File: src/rtl/bsg_manycore_link_to_axil_pkg.sv
// bsg_manycore_link_to_axil_pkg: shared constants for the manycore link host serdes.
//   Lane indices for the host (TX) side and the manycore (RX) side, the default
//   beats-per-packet constant, and a helper sizing beat counters.
package bsg_manycore_link_to_axil_pkg;
    localparam int mcl_beats_per_pkt_gp  = 4;
    localparam int mcl_host_req_lane_gp  = 0;
    localparam int mcl_host_resp_lane_gp = 1;
    localparam int mcl_mc_resp_lane_gp   = 0;
    localparam int mcl_mc_req_lane_gp    = 1;
    function automatic int mcl_cnt_width(input int beats);
        return beats > 1 ? $clog2(beats) : 1;
    endfunction
endpackage

File: src/rtl/bsg_mcl_word_packer.sv
// bsg_mcl_word_packer: one TX lane, packs host beats (beat 0 = LSW) into a packet.
//   clk_i, reset_n_i (async active-low), clear_i (sync flush)
//   v_i/data_i/ready_o : host beat in
//   v_o/data_o/ready_i : packed packet out
//   partial_o          : lane holds 1..beats-1 beats
module bsg_mcl_word_packer
    import bsg_manycore_link_to_axil_pkg::*;
#(
    parameter int fifo_width_p = 128,
    parameter int host_width_p = 32
) (
    input  logic                    clk_i,
    input  logic                    reset_n_i,
    input  logic                    clear_i,
    input  logic                    v_i,
    input  logic [host_width_p-1:0] data_i,
    output logic                    ready_o,
    output logic                    v_o,
    output logic [fifo_width_p-1:0] data_o,
    input  logic                    ready_i,
    output logic                    partial_o
);
    localparam int beats_lp = fifo_width_p / host_width_p;
    localparam int cnt_w_lp = mcl_cnt_width(beats_lp);
    logic [cnt_w_lp-1:0]     cnt_q, cnt_d;
    logic                    full_q, full_d;
    logic [fifo_width_p-1:0] data_q, data_d;
    logic                    in_hs, out_hs, last;
    always_comb begin
        in_hs  = v_i & ~full_q & ~clear_i;
        out_hs = full_q & ready_i & ~clear_i;
        last   = cnt_q == cnt_w_lp'(beats_lp - 1);
        cnt_d  = clear_i ? '0 : in_hs ? (last ? '0 : cnt_q + 1'b1) : cnt_q;
        full_d = clear_i ? 1'b0 : (in_hs & last) | (full_q & ~out_hs);
        data_d = data_q;
        for (int k = 0; k < beats_lp; k++)
            if (in_hs && cnt_q == cnt_w_lp'(k)) data_d[k*host_width_p +: host_width_p] = data_i;
    end
    always_ff @(posedge clk_i or negedge reset_n_i) begin
        if (!reset_n_i) begin
            cnt_q  <= '0;
            full_q <= 1'b0;
            data_q <= '0;
        end else begin
            cnt_q  <= cnt_d;
            full_q <= full_d;
            data_q <= data_d;
        end
    end
    assign ready_o   = ~full_q;
    assign v_o       = full_q;
    assign data_o    = data_q;
    assign partial_o = cnt_q != '0;
endmodule

File: src/rtl/bsg_mcl_host_serdes.sv
// bsg_mcl_host_serdes: host beat <-> manycore packet serdes, two TX and two RX lanes.
//   clk_i, reset_n_i (async active-low), clear_i (sync flush of all lanes)
//   TX: host_v_i/host_data_i/host_ready_o -> fifo_v_o/fifo_data_o/fifo_ready_i
//   RX: fifo_v_i/fifo_data_i/fifo_ready_o -> host_v_o/host_data_o/host_ready_i
//   status: tx_partial_o, rx_words_o; tx_pkt_cnt_o/rx_pkt_cnt_o packet counters
//   Optional: BSG_MCL_SERDES_PKT_COUNTERS_EN enables the packet counters (else tied 0).
module bsg_mcl_host_serdes
    import bsg_manycore_link_to_axil_pkg::*;
#(
    parameter int fifo_width_p = 128,
    parameter int host_width_p = 32,
    localparam int beats_lp = fifo_width_p / host_width_p,
    localparam int rx_w_lp  = $clog2(beats_lp + 1)
) (
    input  logic                         clk_i,
    input  logic                         reset_n_i,
    input  logic                         clear_i,
    input  logic [1:0]                   host_v_i,
    input  logic [1:0][host_width_p-1:0] host_data_i,
    output logic [1:0]                   host_ready_o,
    output logic [1:0]                   fifo_v_o,
    output logic [1:0][fifo_width_p-1:0] fifo_data_o,
    input  logic [1:0]                   fifo_ready_i,
    input  logic [1:0]                   fifo_v_i,
    input  logic [1:0][fifo_width_p-1:0] fifo_data_i,
    output logic [1:0]                   fifo_ready_o,
    output logic [1:0]                   host_v_o,
    output logic [1:0][host_width_p-1:0] host_data_o,
    input  logic [1:0]                   host_ready_i,
    output logic [1:0]                   tx_partial_o,
    output logic [1:0][rx_w_lp-1:0]      rx_words_o,
    output logic [1:0][31:0]             tx_pkt_cnt_o,
    output logic [1:0][31:0]             rx_pkt_cnt_o
);
    localparam int cnt_w_lp = mcl_cnt_width(beats_lp);
    for (genvar l = 0; l < 2; l++) begin : tx
        bsg_mcl_word_packer #(.fifo_width_p(fifo_width_p), .host_width_p(host_width_p)) packer (
            .clk_i    (clk_i),
            .reset_n_i(reset_n_i),
            .clear_i  (clear_i),
            .v_i      (host_v_i[l]),
            .data_i   (host_data_i[l]),
            .ready_o  (host_ready_o[l]),
            .v_o      (fifo_v_o[l]),
            .data_o   (fifo_data_o[l]),
            .ready_i  (fifo_ready_i[l]),
            .partial_o(tx_partial_o[l])
        );
    end
    for (genvar l = 0; l < 2; l++) begin : rx
        logic                    valid_q, valid_d;
        logic [cnt_w_lp-1:0]     idx_q, idx_d;
        logic [fifo_width_p-1:0] data_q, data_d;
        logic                    in_hs, out_hs, last;
        always_comb begin
            in_hs   = fifo_v_i[l] & ~valid_q & ~clear_i;
            out_hs  = valid_q & host_ready_i[l] & ~clear_i;
            last    = idx_q == cnt_w_lp'(beats_lp - 1);
            valid_d = clear_i ? 1'b0 : in_hs | (valid_q & ~(out_hs & last));
            idx_d   = (clear_i | in_hs) ? '0 : out_hs ? (last ? '0 : idx_q + 1'b1) : idx_q;
            data_d  = in_hs ? fifo_data_i[l] : data_q;
        end
        always_ff @(posedge clk_i or negedge reset_n_i) begin
            if (!reset_n_i) begin
                valid_q <= 1'b0;
                idx_q   <= '0;
                data_q  <= '0;
            end else begin
                valid_q <= valid_d;
                idx_q   <= idx_d;
                data_q  <= data_d;
            end
        end
        assign fifo_ready_o[l] = ~valid_q;
        assign host_v_o[l]     = valid_q;
        assign host_data_o[l]  = data_q[idx_q*host_width_p +: host_width_p];
        assign rx_words_o[l]   = valid_q ? rx_w_lp'(beats_lp) - rx_w_lp'(idx_q) : '0;
    end
`ifdef BSG_MCL_SERDES_PKT_COUNTERS_EN
    logic [1:0][31:0] tx_cnt_q, rx_cnt_q;
    // Handshakes swallowed by clear_i are not counted.
    always_ff @(posedge clk_i or negedge reset_n_i) begin
        if (!reset_n_i) begin
            tx_cnt_q <= '0;
            rx_cnt_q <= '0;
        end else begin
            for (int l = 0; l < 2; l++) begin
                if (fifo_v_o[l] & fifo_ready_i[l] & ~clear_i) tx_cnt_q[l] <= tx_cnt_q[l] + 32'd1;
                if (fifo_v_i[l] & fifo_ready_o[l] & ~clear_i) rx_cnt_q[l] <= rx_cnt_q[l] + 32'd1;
            end
        end
    end
    assign tx_pkt_cnt_o = tx_cnt_q;
    assign rx_pkt_cnt_o = rx_cnt_q;
`else
    assign tx_pkt_cnt_o = '0;
    assign rx_pkt_cnt_o = '0;
`endif
endmodule

File: config.mk
export PLATFORM = sky130hd
export DESIGN_NAME = bsg_mcl_host_serdes
export DESIGN_NICKNAME = d
export VERILOG_FILES = /design/src/rtl/bsg_manycore_link_to_axil_pkg.sv /design/src/rtl/bsg_mcl_word_packer.sv /design/src/rtl/bsg_mcl_host_serdes.sv
export SDC_FILE = /design/constraint.sdc
export NUM_CORES = 1
export LEC_CHECK = 0
export CAP_MARGIN = 20
export CORE_AREA = 2 2 305 307
export DETAILED_ROUTE_END_ITERATION = 10
export DIE_AREA = 0 0 307 309
export GPL_ROUTABILITY_DRIVEN = 0
export PLACE_DENSITY = 0.54
export SYNTH_ARGS = -nofsm -noshare
export SYNTH_HDL_FRONTEND = slang
export SYNTH_SLANG_ARGS = --single-unit
File: constraint.sdc
create_clock -name clk_i -period 2.04 [get_ports clk_i]
set_clock_uncertainty 0.2 [all_clocks]
set_input_delay 0.612 -clock clk_i [delete_from_list [all_inputs] [get_ports clk_i]]
set_output_delay 0.612 -clock clk_i [all_outputs]
set_load 0.05 [all_outputs]
After elaboration in Yosys (flattened, before gate mapping)
Cells that the tools add are included.
W data, S select, Z words.
{"block": "word_totals", "ff_bits": 524, "elab_cells": 107}
{"block": "classes", "addsub": 6, "n_eq_ne": 8, "shifts": 2, "muxes": 18, "n_bitwise": 39, "n_reduce_logical": 16}
{"operator": "$shiftx A128 B8 Y32", "count": 2}
{"operator": "$and A1 B1 Y1", "count": 24}
{"operator": "$mux W2", "count": 12}
{"operator": "$eq A2 B2 Y1 const B", "count": 6}
{"operator": "$reduce_bool A2 Y1", "count": 6}
{"operator": "$not A1 Y1", "count": 9}
{"operator": "$add A2 B1 Y2 const B", "count": 4}
{"operator": "$logic_and A1 B1 Y1", "count": 8}
{"operator": "$mux W3", "count": 2}
{"operator": "$or A1 B1 Y1", "count": 6}
{"operator": "$sub A3 B2 Y3 const A", "count": 2}
{"operator": "$eq A2 B1 Y1 const B", "count": 2}
{"operator": "$logic_not A2 Y1", "count": 2}
{"operator": "$mux W1", "count": 4}

Depth between registers and ports, before layout
{"block": "logic_depth", "ltp_word": 7, "ltp_mapped": 7, "ltp_nobuf": 5}

By module
From an unflattened synthesis, not the netlist that was laid out.
{"block": "hier_totals", "hier_cells": 1383, "area_unflattened_um2": 23854.1}
{"module": "bsg_mcl_host_serdes", "n_inst": 1, "cells_per_inst": 793, "area_per_inst_um2": 13519.2}
{"module": "bsg_mcl_word_packer", "n_inst": 2, "cells_per_inst": 295, "area_per_inst_um2": 5167.5}

Worst setup path after synthesis
No wires, ideal clock.
{"block": "synth_path", "path_kind": "flip-flop to output port", "startpoint": "reg rx[1].idx_q[0]", "endpoint": "out rx_words_o[4] (netlist name)", "arrival_ns": 1.599, "t_required_ns": 1.228, "slack_ns": -0.371, "stages_incl_launch_ff": 6, "path_buffers": 2, "path_cell_list": "dfrtp_1 > buf_2 > buf_2 > inv_1 > ha_1 > and2_1"}
{"element": "start: declaration", "line": "bsg_mcl_host_serdes.sv:52", "text": "logic [cnt_w_lp-1:0] idx_q, idx_d;"}
{"element": "start signal: assignment", "line": "bsg_mcl_host_serdes.sv:70", "text": "idx_q <= idx_d;"}
{"element": "end: declaration", "line": "bsg_mcl_host_serdes.sv:31", "text": "output logic [1:0][rx_w_lp-1:0] rx_words_o,"}

==> impl_metrics.csv <==
group,metric,value,unit
setup_path,startpoint,"rx[1].idx_q[0]$_DFFE_PN0P_",
routing,first_pass_iters,4,
routing,drcViolationCount,0,
layout,fin_nets,2680,
timing,fin_tns_setup,-54.67,ns
setup_path,r2r_end,"tx[1].packer.data_o[63]$_DFFE_PN0P_",
clock_tree,clkTransAtPathRegs,0.06,ns
grt,grt_pass1_wl,106000,µm
place,place_hpwl,54800,µm
place,dp_cells,3264,
clock_tree,ctsHtreeMaxLevel,2,
routing,routedWlPerCell,20.3,µm
place,place_area,0.0347,mm²
die,start_util,26.0,%
layout,final_cells,3574,
timing,timing.final.ws_setup,-0.825,ns
layout,layout_commonest_cell,"dfrtp_1",
routing,dr.first_iter.drc_count,611,
die,core-area,0.0914,mm²
timing,rsz0062_at_grt,"true",
grt,antenna_found_initial,10,
layout,final_cell_mix,"dfrtp_1 (511), buf_12 (344), clkdlybuf4s50_1 (328), buf_4 (257), mux2_2 (253)",
timing,hold_viol,0,
clock_tree,clk_latency,0.63,ns
power_and_ir_drop,p_leak,16.9,nW
setup_path,reg2reg_setup_slack,0.05,ns
timing,fmax,0.349,GHz
setup_path,r2r-start,"tx[1].packer.v_o$_DFF_PN0_",
timing,fin_crit_sh,140,%
synthesis,ys_seq_area_share,55.1,%
clock_tree,cts_sinks,524,
timing,hold_slack,0.241,ns
status,violations,"setup timing",
power_and_ir_drop,p_per_area,1230,mW/mm²
timing,setup_viol,84,
worst_hold_path,hold_path.class,"in -> async",
routing,drt_wl_total,72700,µm
clock_tree,cts-root-buf,"clkbuf_16",
grt,track_usage,14.7,%
synthesis,synth_seq_cells,524,
setup_path,crit_type,"reg -> out",
run,cap_viol_max_count,0,
die,chipWidth,307,µm
synthesis,synth.avg_cell_area,17.0,µm²
power_and_ir_drop,ir_drop,0.577,mV
layout,drive_gt1_share,56.2,%
layout,stdcell_area,0.0385,mm²
timing,min_period,2.86,ns
synthesis,yosys_warnings,0,
die,fp.dieH,309,µm
die,io_pins,795,
die,num_rows,111,
setup_path,r2r_cells,5,
grt,grt_pass1_vias,16200,
routing,vias,14800,
synthesis,syn-cell-area,0.0238,mm²
status,status,"finished with violations",
grt,grt_max_degree,96,
setup_path,worstPathRequired,1.23,ns
clock_tree,cts_buffers,60,
timing,worstMarginPinSlew,0.533,ns
clock_tree,cts_tree,"done",
die,die_area,0.0949,mm²
power_and_ir_drop,p_total,0.0473,W
grt,grt_overflow,0,
synthesis,postSynthCellCount,1395,
routing,vias_per_cell,4.13,
timing,slew_headroom,64.4,%
routing,drtAntennaViolNets,0,
synthesis,yosys.cell_types.count,24,
setup_path,cp-end-kind,"primary output",
setup_path,crit_path_end,"host_data_o[51]",
place,io_buffers,666,
timing,drv_slew,0,
clock_tree,clk_path_buf_depth,3,
layout,area_growth,61.8,%
setup_path,critPathArrivalTime,2.05,ns
setup_path,crit_fanout,21,
setup_path,cp-start-kind,"flop",
[synth_stat cells]
library cell	count	area, µm²
buf_6	32	360
mux2_1	19	214
mux2i_1	6	60.1
nor3b_4	2	37.5
mux2_4	240	3600
nor2b_1	4	25.0
inv_1	14	52.6
dfrtp_1	524	13100
mux2_2	253	2850
buf_12	24	480
buf_2	10	50.1
a311oi_1	2	17.5
nor2_1	18	67.6
conb_1	1	3.75
mux4_2	64	1440
buf_1	2	7.51
and2_1	12	75.1
clkbuf_1	3	11.3
a32oi_1	3	26.3
a22oi_1	1	7.51
a31oi_1	2	12.5
buf_4	145	1090
nor3b_2	2	25.0
ha_1	12	150
[cell type report]
cell class	count	area (µm²)
fill	8228	52900
sequential	524	13100
timing repair buffer	969	12600
multi-input combinational	768	9180
clock buffer	82	1690
tap	1186	1480
clock inverter	25	323
inverter	14	62.6
antenna	6	15.0
[worst max-delay path, cell delays in order, from the launching register on]
cell	delay, ns
dfrtp_2	0.41
buf_12	0.22
mux4_2	0.59
buf_12	0.18
[logic make-up after synthesis]
group                    count (synthesis)  synth area share [%]
multiplexers                           582                  34.3
flip-flops                             524                  55.1
adder cells (fa/ha/maj)                 12                 0.631
AO/OA/AOI/OAI                            8                 0.268
AND/OR/NAND/NOR                         38                 0.968
buffers and inverters                  230                  8.62
other                                    1                0.0158
[state kept, by name, indices dropped and copies added, names as in the netlist]
| register | count |
|---|---|
| tx.packer.cnt_q | 4 |
| tx.packer.v_o | 2 |
| rx.valid_q | 2 |
| tx.packer.data_o | 256 |
| rx.idx_q | 4 |
| rx.data_q | 256 |
[stage by stage]
stage	setup WS [ns]	util, %
after floorplan	-0.0920	-
after global placement	-0.697	38.0
after detailed placement	-0.708	38.0
after CTS	-0.897	41.6
after global routing	-0.922	42.1
final	-0.825	42.1
[metal layers]
layer / wire [µm] / track usage (%) / up-vias
li1: - / - / 6590
met1: 28800 / 17.7 / 7567
met2: 36400 / 25.4 / 510
met3: 5750 / 4.88 / 107
met4: 1680 / 3.83 / 4
met5: 23 / 0 / -
[how the worst min path moves through the flow]
stage	endpoint	slack [ns]	cells past startpoint	from
finish	tx[1].packer.data_o[8]$_DFFE_PN0P_	0.24	2	reset_n_i
global route	tx[1].packer.data_o[8]$_DFFE_PN0P_	0.21	2	reset_n_i
CTS	tx[1].packer.data_o[8]$_DFFE_PN0P_	0.21	2	reset_n_i
detailed placement	rx[1].data_q[125]$_DFFE_PN0P_	0.27	1	rx[1].data_q[125]$_DFFE_PN0P_
global placement	rx[1].data_q[119]$_DFFE_PN0P_	0.27	1	rx[1].data_q[119]$_DFFE_PN0P_
floorplan	rx[0].data_q[0]$_DFFE_PN0P_	0.12	0	reset_n_i
[report_power, final]
part           switching (W)  internal (W)
Combinational        0.00992        0.0112
Clock                0.00450       0.00655
Sequential           0.00219        0.0128
[timing repair]
action	CTS	global route
hold buffers	1	0
hold endpoints to repair	198	0
gates cloned	1	0
setup buffers	141	54
endpoints found under the setup margin	374	336
pin swaps	3	2
resized for setup	69	2
(Power assumes the default switching activity.)
